===== src/rtl/instr_fetch_unit_pkg.sv =====
// Shared fetch-stage definitions: widths, reset constants, opcodes and fetch FSM encoding.
// Opcode constants are also used by the main decoder.
package instr_fetch_unit_pkg;

    localparam int          XLEN_DEF     = 32;
    localparam logic [31:0] RESET_PC_DEF = 32'h0000_0000;
    localparam logic [31:0] NOP_INSTR    = 32'h0000_0013;

    localparam logic [6:0] OP_R = 7'b0110011;
    localparam logic [6:0] OP_I = 7'b0010011;
    localparam logic [6:0] OP_S = 7'b0100011;
    localparam logic [6:0] OP_L = 7'b0000011;
    localparam logic [6:0] OP_B = 7'b1100011;
    localparam logic [6:0] OP_J = 7'b1101111;

    typedef enum logic [1:0] {
        S_REQ   = 2'd0,
        S_WAIT  = 2'd1,
        S_HOLD  = 2'd2,
        S_FAULT = 2'd3
    } fetch_state_e;

    function automatic logic is_misaligned(input logic [1:0] addr_lsb);
        return addr_lsb != 2'b00;
    endfunction

endpackage


===== src/rtl/instr_fetch_unit_if.sv =====
// Fetch-unit bus bundle: instruction-memory handshake, decode-side handshake and status.
// master = fetch unit, slave = memory/datapath side.
interface instr_fetch_unit_if #(parameter int XLEN = 32);

    logic            imem_req_valid;
    logic            imem_req_ready;
    logic [XLEN-1:0] imem_addr;
    logic            imem_rsp_valid;
    logic [31:0]     imem_rsp_data;
    logic            pc_src;
    logic [XLEN-1:0] pc_target;
    logic            instr_valid;
    logic            instr_ready;
    logic [31:0]     instr;
    logic [6:0]      op;
    logic [XLEN-1:0] instr_pc;
    logic            fetch_fault;
    logic [31:0]     retire_cnt;

    modport master (
        output imem_req_valid, imem_addr,
        input  imem_req_ready, imem_rsp_valid, imem_rsp_data,
        input  pc_src, pc_target, instr_ready,
        output instr_valid, instr, op, instr_pc, fetch_fault, retire_cnt
    );

    modport slave (
        input  imem_req_valid, imem_addr,
        output imem_req_ready, imem_rsp_valid, imem_rsp_data,
        output pc_src, pc_target, instr_ready,
        input  instr_valid, instr, op, instr_pc, fetch_fault, retire_cnt
    );

endinterface


===== src/rtl/instr_fetch_unit_pc_next_reg.sv =====
// PC register with +4 increment, redirect mux and misaligned-target detection.
module instr_fetch_unit_pc_next_reg
    import instr_fetch_unit_pkg::*;
#(
    parameter int              XLEN     = XLEN_DEF,
    parameter logic [XLEN-1:0] RESET_PC = RESET_PC_DEF
) (
    input  logic            clk,
    input  logic            rst_n,
    input  logic            consume,
    input  logic            pc_src,
    input  logic [XLEN-1:0] pc_target,
    output logic [XLEN-1:0] pc,
    output logic            misaligned
);

    logic [XLEN-1:0] pc_q;

    assign misaligned = pc_src && is_misaligned(pc_target[1:0]);
    assign pc         = pc_q;

    // A misaligned redirect leaves the PC where it was; the FSM parks in fault.
    always_ff @(posedge clk or negedge rst_n) begin
        if (!rst_n) begin
            pc_q <= RESET_PC;
        end else if (consume && !misaligned) begin
            pc_q <= pc_src ? pc_target : pc_q + XLEN'(4);
        end
    end

endmodule


===== src/rtl/instr_fetch_unit.sv =====
// Instruction-fetch stage: requests words from instruction memory and holds them for the decoder.
//
//   state   | meaning
//   S_REQ   | request pc from memory (after first post-reset edge)
//   S_WAIT  | request accepted, waiting for response word
//   S_HOLD  | instruction valid, waiting for datapath to consume
//   S_FAULT | misaligned redirect seen, idle until reset
module instr_fetch_unit
    import instr_fetch_unit_pkg::*;
#(
    parameter int              XLEN     = XLEN_DEF,
    parameter logic [XLEN-1:0] RESET_PC = RESET_PC_DEF
) (
    input  logic                clk,
    input  logic                rst_n,
    instr_fetch_unit_if.master  bus
);

    fetch_state_e    state_q, state_d;
    logic            armed_q;
    logic [31:0]     instr_q;
    logic [XLEN-1:0] instr_pc_q;
    logic            fault_q;
    logic [31:0]     retire_q;
    logic [XLEN-1:0] pc;
    logic            misaligned;
    logic            consume;
    logic            req_valid;
    logic            instr_valid;

    assign consume = (state_q == S_HOLD) && bus.instr_ready;

    instr_fetch_unit_pc_next_reg #(
        .XLEN     (XLEN),
        .RESET_PC (RESET_PC)
    ) u_pc_next_reg (
        .clk        (clk),
        .rst_n      (rst_n),
        .consume    (consume),
        .pc_src     (bus.pc_src),
        .pc_target  (bus.pc_target),
        .pc         (pc),
        .misaligned (misaligned)
    );

    always_comb begin
        state_d     = state_q;
        req_valid   = 1'b0;
        instr_valid = 1'b0;
        case (state_q)
            S_REQ: begin
                req_valid = armed_q;
                if (armed_q && bus.imem_req_ready) state_d = S_WAIT;
            end
            S_WAIT: begin
                if (bus.imem_rsp_valid) state_d = S_HOLD;
            end
            S_HOLD: begin
                instr_valid = 1'b1;
                if (bus.instr_ready) state_d = misaligned ? S_FAULT : S_REQ;
            end
            S_FAULT: begin
                state_d = S_FAULT;
            end
        endcase
    end

    // armed_q keeps the request low until the first edge after reset release.
    always_ff @(posedge clk or negedge rst_n) begin
        if (!rst_n) begin
            state_q <= S_REQ;
            armed_q <= 1'b0;
        end else begin
            state_q <= state_d;
            armed_q <= 1'b1;
        end
    end

    always_ff @(posedge clk or negedge rst_n) begin
        if (!rst_n) begin
            instr_q    <= NOP_INSTR;
            instr_pc_q <= RESET_PC;
            fault_q    <= 1'b0;
            retire_q   <= '0;
        end else begin
            if ((state_q == S_WAIT) && bus.imem_rsp_valid) begin
                instr_q    <= bus.imem_rsp_data;
                instr_pc_q <= pc;
            end
            if (consume) begin
                retire_q <= retire_q + 32'd1;
                if (misaligned) fault_q <= 1'b1;
            end
        end
    end

    assign bus.imem_req_valid = req_valid;
    assign bus.imem_addr      = pc;
    assign bus.instr_valid    = instr_valid;
    assign bus.instr          = instr_q;
    assign bus.op             = instr_q[6:0];
    assign bus.instr_pc       = instr_pc_q;
    assign bus.fetch_fault    = fault_q;
    assign bus.retire_cnt     = retire_q;

endmodule


===== src/flat_wrapper.sv =====
// flat-port wrapper written by rule: the top's interface ports become plain ports
module instr_fetch_unit_flat import instr_fetch_unit_pkg::*;
#(
    parameter int              XLEN     = XLEN_DEF,
    parameter logic [XLEN-1:0] RESET_PC = RESET_PC_DEF
)
  (clk, rst_n, bus_imem_req_valid, bus_imem_addr, bus_imem_req_ready, bus_imem_rsp_valid, bus_imem_rsp_data, bus_pc_src, bus_pc_target, bus_instr_ready, bus_instr_valid, bus_instr, bus_op, bus_instr_pc, bus_fetch_fault, bus_retire_cnt);
  instr_fetch_unit_if #(.XLEN(XLEN)) bus_i ();
  input  logic clk;
  input  logic rst_n;
  output wire logic [$bits(bus_i.imem_req_valid)-1:0] bus_imem_req_valid;
  output wire logic [$bits(bus_i.imem_addr)-1:0] bus_imem_addr;
  input wire logic [$bits(bus_i.imem_req_ready)-1:0] bus_imem_req_ready;
  input wire logic [$bits(bus_i.imem_rsp_valid)-1:0] bus_imem_rsp_valid;
  input wire logic [$bits(bus_i.imem_rsp_data)-1:0] bus_imem_rsp_data;
  input wire logic [$bits(bus_i.pc_src)-1:0] bus_pc_src;
  input wire logic [$bits(bus_i.pc_target)-1:0] bus_pc_target;
  input wire logic [$bits(bus_i.instr_ready)-1:0] bus_instr_ready;
  output wire logic [$bits(bus_i.instr_valid)-1:0] bus_instr_valid;
  output wire logic [$bits(bus_i.instr)-1:0] bus_instr;
  output wire logic [$bits(bus_i.op)-1:0] bus_op;
  output wire logic [$bits(bus_i.instr_pc)-1:0] bus_instr_pc;
  output wire logic [$bits(bus_i.fetch_fault)-1:0] bus_fetch_fault;
  output wire logic [$bits(bus_i.retire_cnt)-1:0] bus_retire_cnt;
  assign bus_imem_req_valid = bus_i.imem_req_valid;
  assign bus_imem_addr = bus_i.imem_addr;
  assign bus_i.imem_req_ready = bus_imem_req_ready;
  assign bus_i.imem_rsp_valid = bus_imem_rsp_valid;
  assign bus_i.imem_rsp_data = bus_imem_rsp_data;
  assign bus_i.pc_src = bus_pc_src;
  assign bus_i.pc_target = bus_pc_target;
  assign bus_i.instr_ready = bus_instr_ready;
  assign bus_instr_valid = bus_i.instr_valid;
  assign bus_instr = bus_i.instr;
  assign bus_op = bus_i.op;
  assign bus_instr_pc = bus_i.instr_pc;
  assign bus_fetch_fault = bus_i.fetch_fault;
  assign bus_retire_cnt = bus_i.retire_cnt;
  instr_fetch_unit #(.XLEN(XLEN), .RESET_PC(RESET_PC)) u_core (.clk(clk), .rst_n(rst_n), .bus(bus_i));
endmodule

===== config.mk =====
export PLATFORM = sky130hd
export DESIGN_NAME = instr_fetch_unit_flat
export DESIGN_NICKNAME = d
export VERILOG_FILES = /design/src/rtl/instr_fetch_unit_pkg.sv /design/src/rtl/instr_fetch_unit_if.sv /design/src/rtl/instr_fetch_unit_pc_next_reg.sv /design/src/rtl/instr_fetch_unit.sv /design/src/flat_wrapper.sv
export SDC_FILE = /design/constraint.sdc
export NUM_CORES = 1
export LEC_CHECK = 0
export BUFFER_PORTS_ARGS = -buffer_cell sky130_fd_sc_hd__buf_2
export CORE_ASPECT_RATIO = 0.6
export CORE_MARGIN = 3
export CORE_UTILIZATION = 50
export CTS_CLUSTER_SIZE = 16
export DETAILED_ROUTE_END_ITERATION = 10
export GPL_ROUTABILITY_DRIVEN = 0
export PLACE_DENSITY = 0.86
export SLEW_MARGIN = 0
export SYNTH_ARGS = -nofsm -noshare
export SYNTH_HDL_FRONTEND = slang
export SYNTH_HIERARCHICAL = 1
export SYNTH_SLANG_ARGS = --single-unit

===== constraint.sdc =====
create_clock -name clk -period 3.5 [get_ports clk]
set_clock_uncertainty 0.2 [all_clocks]
set_input_delay 0.7 -clock clk [delete_from_list [all_inputs] [get_ports clk]]
set_output_delay 0.7 -clock clk [all_outputs]
set_load 0.005 [all_outputs]

# After elaboration in Yosys (flattened, before gate mapping)
# Index checks and enable logic that the tools add are counted.
[word_totals] reg_bits=132 in_bits=70 out_inout_bits=138 elab_cells=33
[op_classes] n_addsub=2 eq_ne=6 n_mux=8 reduce_logical=10
[op_table] operator="adder 32 x 1 -> 32 bit (second input constant)" count=1
[op_table] operator="adder 32 x 3 -> 32 bit (second input constant)" count=1
[op_table] operator="two-way mux 32 bit" count=1
[op_table] operator="two-way mux 2 bit" count=4
[op_table] operator="case mux 2 bit (4 select lines)" count=1
[op_table] operator="logical AND 1 bit" count=5
[op_table] operator="equality test 2 bit (second input constant)" count=2
[op_table] operator="inequality test 2 bit (second input constant)" count=2
[op_table] operator="AND reduction 3 bit" count=1
[op_table] operator="equality test 2 x 1 -> 1 bit (second input constant)" count=1
[op_table] operator="logical NOT 2 bit" count=1
[op_table] operator="two-way mux 1 bit" count=2
[op_table] operator="inequality test 2 x 1 -> 1 bit (second input constant)" count=1
[op_table] operator="AND reduction 2 bit" count=1
[op_table] operator="nonzero test 2 bit" count=1
[op_table] operator="logical NOT 1 bit" count=1

# Logic depth before layout (Yosys ltp)
[logic_depth] ltp_word=5 depth_mapped=9 depth_no_buf=7

# Hierarchy
# Netlist, hierarchy kept.
[by_module_without_submodules] mod="instr_fetch_unit" n_inst=1 cells_per_inst=294 area_each_um2=4156.5 seq_area_each_um2=2506.2
[by_module_without_submodules] mod="instr_fetch_unit_pc_next_reg" n_inst=1 cells_per_inst=254 area_each_um2=2147.1 seq_area_each_um2=800.8

# Worst setup path after synthesis
# Ideal clock, no wire load.
[synth_timing] path_type="input to register" from="input port bus_instr_ready" to="register u_core.u_pc_next_reg.pc_q[31], in the netlist u_core/u_pc_next_reg/pc[31]" setup_ns=0.120 t_arrival_ns=1.927 t_required_ns=3.180 setup_slack_ns=1.254 cell_stages=7 n_path_buf=2 path_cell_list="and2_1 -> clkbuf_1 -> and2b_2 -> buf_6 -> nand2_1 -> or3_1 -> and3_1"
[synth_via] elab_chain_cells=2
[synth_lines] element="start: declaration" line_no="flat_wrapper.sv:18" source="input wire logic [$bits(bus_i.instr_ready)-1:0] bus_instr_ready;"
[synth_lines] element="logical AND 1 bit" line_no="instr_fetch_unit.sv:31" source="assign consume = (state_q == S_HOLD) && bus.instr_ready;"
[synth_lines] element="named net u_core.consume" line_no="instr_fetch_unit.sv:27" source="logic consume;"
[synth_lines] element="logical AND 1 bit" line_no="instr_fetch_unit_pc_next_reg.sv:26" source="end else if (consume && !misaligned) begin"
[synth_lines] element="end signal: assignment" line_no="instr_fetch_unit_pc_next_reg.sv:27" source="pc_q <= pc_src ? pc_target : pc_q + XLEN'(4);"
[synth_lines] element="end: declaration" line_no="instr_fetch_unit_pc_next_reg.sv:17" source="logic [XLEN-1:0] pc_q;"
# The timed path passes the listed nets, and every way through them passes these cells.
# A chain may end at the register's enable or synchronous reset.

# Final worst setup path
[layout_timing] from="register u_core.state_q[0]" to="register u_core.u_pc_next_reg.pc_q[17], in the netlist u_core/u_pc_next_reg/pc[17]"
[layout_via] elab_chain_cells=3
[layout_lines] element="start: declaration" line_no="instr_fetch_unit.sv:19" source="fetch_state_e state_q, state_d;"
[layout_lines] element="start signal: assignment" line_no="instr_fetch_unit.sv:74" source="state_q <= state_d;"
[layout_lines] element="equality test 2 bit" line_no="instr_fetch_unit.sv:31"
[layout_lines] element="logical AND 1 bit" line_no="instr_fetch_unit.sv:31"
[layout_lines] element="logical AND 1 bit" line_no="instr_fetch_unit_pc_next_reg.sv:26"
# Every way passes these cells.

==> results.rst <==
.. list-table::
   :header-rows: 1

   * - Metric
     - Value
   * - Run status
     - finished, final reports clean
   * - Bufs on Longest Clock Path
     - 2
   * - Max-capacitance violation count
     - 0
   * - Highest-delay cell along the critical path
     - sky130_fd_sc_hd__nand2_1
   * - Vias per std cell
     - 5.81
   * - Ys async rst share
     - 100%
   * - Number of buffers inserted by port buffering
     - 207
   * - Worst Path Required
     - 3620 ps
   * - Area of the placeable core
     - 0.0122 mm²
   * - Total number of nets in the final design
     - 819
   * - Antenna Violating Nets Remaining
     - 0
   * - Data arrival time of the worst path
     - 2730 ps
   * - Sequential fraction of the synthesis area
     - 52.5%
   * - Iter 0 DRT Violations
     - 515
   * - Resized cells post-CTS
     - 0
   * - Number of global-route vias before repair
     - 5201
   * - Post-detail-place hpwl
     - 12800 µm
   * - Syn nets
     - 620
   * - Area added between synthesis and finish
     - 26.0%
   * - Mapped Avg Cell Area
     - 11.5 µm²
   * - Most used flip-flop cell after synthesis
     - sky130_fd_sc_hd__dfrtp_1
   * - Horizontal die dimension
     - 151 µm
   * - RSZ-0062 raised after global routing
     - false
   * - Category of the worst setup path capture point
     - flop
   * - Highest-count cells in the layout ignoring fill and taps
     - 206 x sky130_fd_sc_hd__buf_2, 129 x sky130_fd_sc_hd__dfrtp_1, 65 x sky130_fd_sc_hd__mux2_2
   * - Synthesized netlist cell count
     - 548
   * - CP Class
     - reg2reg
   * - Worst slew slack as a fraction of its limit
     - 51.9%
   * - Global-route wire length before repair
     - 27600 µm
   * - Post-route worst hold slack
     - 111 ps
   * - Initial Utilization
     - 51.8%
   * - Critical Path Max Stage Delay
     - 530 ps
   * - First-pass DRT Iterations
     - 6
   * - Maximum level of the CTS H-tree
     - 4
   * - Clk Latency, worst-skew pair
     - 420 ps
   * - Critical R2R Launch
     - u_core/state_q[0]
   * - Ratio of final minimum period to clock period
     - 74.6%
   * - Final TNS setup
     - 0 ps
   * - Ratio of total power to cell area
     - 718 mW/mm²
   * - Final hold vios
     - 0
   * - Proportion of layout cells with a drive suffix above 1
     - 44.2%
   * - Clock transition at the register clock pins on the worst setup and hold paths after CTS
     - 70 ps
   * - Core Rows
     - 31
   * - Total wirelength of the detailed-routed design
     - 17500 µm
   * - Number of antenna violations at the first check in global routing
     - 0
   * - Number of enable-type register cells in the synthesized netlist
     - 0
   * - Pwr Total
     - 0.00571 W
   * - Static leakage
     - 3.94 nW
   * - Count of distinct cell types in the synthesized netlist
     - 59
   * - Post-synthesis sequential element count
     - 132
   * - CTS buffer count
     - 17
   * - Buffer cell driving the clock tree root
     - sky130_fd_sc_hd__clkbuf_16
   * - TritonCTS clock tree
     - done
   * - Leading cell type in the layout, fill and taps excluded
     - sky130_fd_sc_hd__buf_2
   * - Path class of the lowest-slack min-delay path
     - in2async
   * - FF-to-FF path depth
     - 6
   * - Number of buffers and inverters on the critical path
     - 0
   * - Minimum clock period after layout
     - 2610 ps
   * - Post-CTS Setup Repair Bufs
     - 0
   * - GRT Residual Overflow
     - 0
   * - Post-synthesis instance area
     - 0.00630 mm²
   * - Setup WS post-layout
     - 890 ps
   * - Worst Max-Slew Pin Slew
     - 721 ps
   * - I/O pins
     - 208
   * - R2r setup slk
     - 890 ps
   * - Die area
     - 0.0140 mm²
   * - Achievable frequency
     - 383 MHz
   * - Routed length per placed instance
     - 18.9 µm
   * - Number of pins exceeding their max-slew limit in the final report
     - 0
   * - Worst IR drop on VDD
     - 0.340 mV
   * - Total via count after detailed routing
     - 5370
   * - Total routing resource utilization after global routing
     - 25.2%
   * - N_diodes
     - 0
   * - Floorplan die height
     - 93.0 µm
   * - Startpoint Class
     - flop
   * - Setup violation total in the final timing report
     - 0
   * - Drc violations
     - 0
   * - Total clock sinks
     - 132
   * - Worst slack at placement
     - 642 ps
   * - Gate family responsible for the most delay along the worst path
     - simple AND/OR/NAND/NOR gates
   * - Total of hold buffers inserted after clock tree synthesis
     - 0
   * - Crit Reg-Reg Endpoint
     - u_core/u_pc_next_reg/pc[17]
   * - Number of warnings printed during yosys synthesis
     - 6
   * - Worst path cell trace
     - nor2b_1, and2_1, nand2_1, nor2_1, nor3_1, nor3_1
   * - Maximum fanout encountered on the critical timing path
     - 18
   * - Most common cell on crit path
     - sky130_fd_sc_hd__nor3_1
   * - Maximum number of pins on one net before global-route repair
     - 81
worst register-to-register path: cells and delay by family, from the launching register on:
family        cells  cell delay, ps
simple gates      6            1860
flops             1             460
per-layer routing:
metal	vias up	track usage (%)	part of all wire, %
li1	2410	-	-
met1	2601	34.4	40
met2	323	39.1	47
met3	36	7.22	11
met4	0	8.37	1.7
met5	-	0	0
sequential cells by signal, summed over array words and instances, names as in the netlist:
signal	count
u_core/bus.instr	32
u_core/bus.instr_pc	32
u_core/bus.retire_cnt	32
u_core/u_pc_next_reg/pc	32
u_core/state_q	2
u_core/armed_q	1
u_core/bus.fetch_fault	1
power breakdown:
part           total, W  internal [W]  switching (W)
Clock           0.00170      0.000960       0.000742
Sequential      0.00249       0.00202       0.000469
Combinational   0.00152      0.000840       0.000677
Total           0.00571       0.00382        0.00189
worst max-delay path by stage:
stage                       from                          end  slack (ps)  cells past startpoint
2_1_floorplan    bus_instr_ready  u_core/u_pc_next_reg/pc[31]        1250                      7
3_3_place_gp          bus_pc_src  u_core/u_pc_next_reg/pc[11]         770                      7
3_5_place_dp          bus_pc_src  u_core/u_pc_next_reg/pc[30]         640                      6
4_1_cts        u_core/state_q[0]  u_core/u_pc_next_reg/pc[25]         930                      6
5_1_grt        u_core/state_q[0]  u_core/u_pc_next_reg/pc[25]         740                      6
6_report       u_core/state_q[0]  u_core/u_pc_next_reg/pc[17]         890                      6
per-stage QoR:
stage	std cells	utilization (%)	area (µm²)
after global placement	893	60.6	7380
final	925	65.2	7950
after floorplan	548	-	6300
after global routing	925	65.2	7950
after detailed placement	893	60.6	7380
after CTS	925	65.2	7950
layout make-up:
class	count	area, µm²
Fill cell	916	4230
Sequential cell	132	3310
Multi-Input combinational cell	375	2730
Timing Repair Buffer	213	1100
Clock buffer	18	439
Tap cell	165	206
Clock inverter	14	130
Inverter	8	30.0
cells by family (layout without fill, tap and decap cells):
kind of cell	Yosys count	in the layout	synth area share [%]
compound gates	84	84	8.28
xor+xnor	33	33	4.70
fa+ha+maj	2	2	0.397
buf+inv	41	253	4.19
flops	132	132	52.5
mux	68	68	12.1
other cells	1	1	0.0595
simple gates	187	187	17.8
cells in the mapped netlist, types with 9 or more instances:
cell,n,share of area [%]
sky130_fd_sc_hd__nand4_1,15,1.5
sky130_fd_sc_hd__xor2_1,20,2.8
sky130_fd_sc_hd__dfrtp_1,129,51
sky130_fd_sc_hd__buf_4,9,1.1
sky130_fd_sc_hd__xnor2_1,12,1.7
sky130_fd_sc_hd__o21ai_0,21,1.7
sky130_fd_sc_hd__and3_1,9,0.89
sky130_fd_sc_hd__nor3_1,22,1.7
sky130_fd_sc_hd__nor2_1,29,1.7
sky130_fd_sc_hd__o22ai_1,11,1.1
sky130_fd_sc_hd__nand2_1,35,2.1
sky130_fd_sc_hd__mux2_2,65,12
sky130_fd_sc_hd__nand3_1,22,1.7
sky130_fd_sc_hd__buf_2,9,0.71
sky130_fd_sc_hd__a21oi_1,28,2.2
sky130_fd_sc_hd__and4_1,11,1.5
No activity file was read; power rests on OpenSTA's default activity.
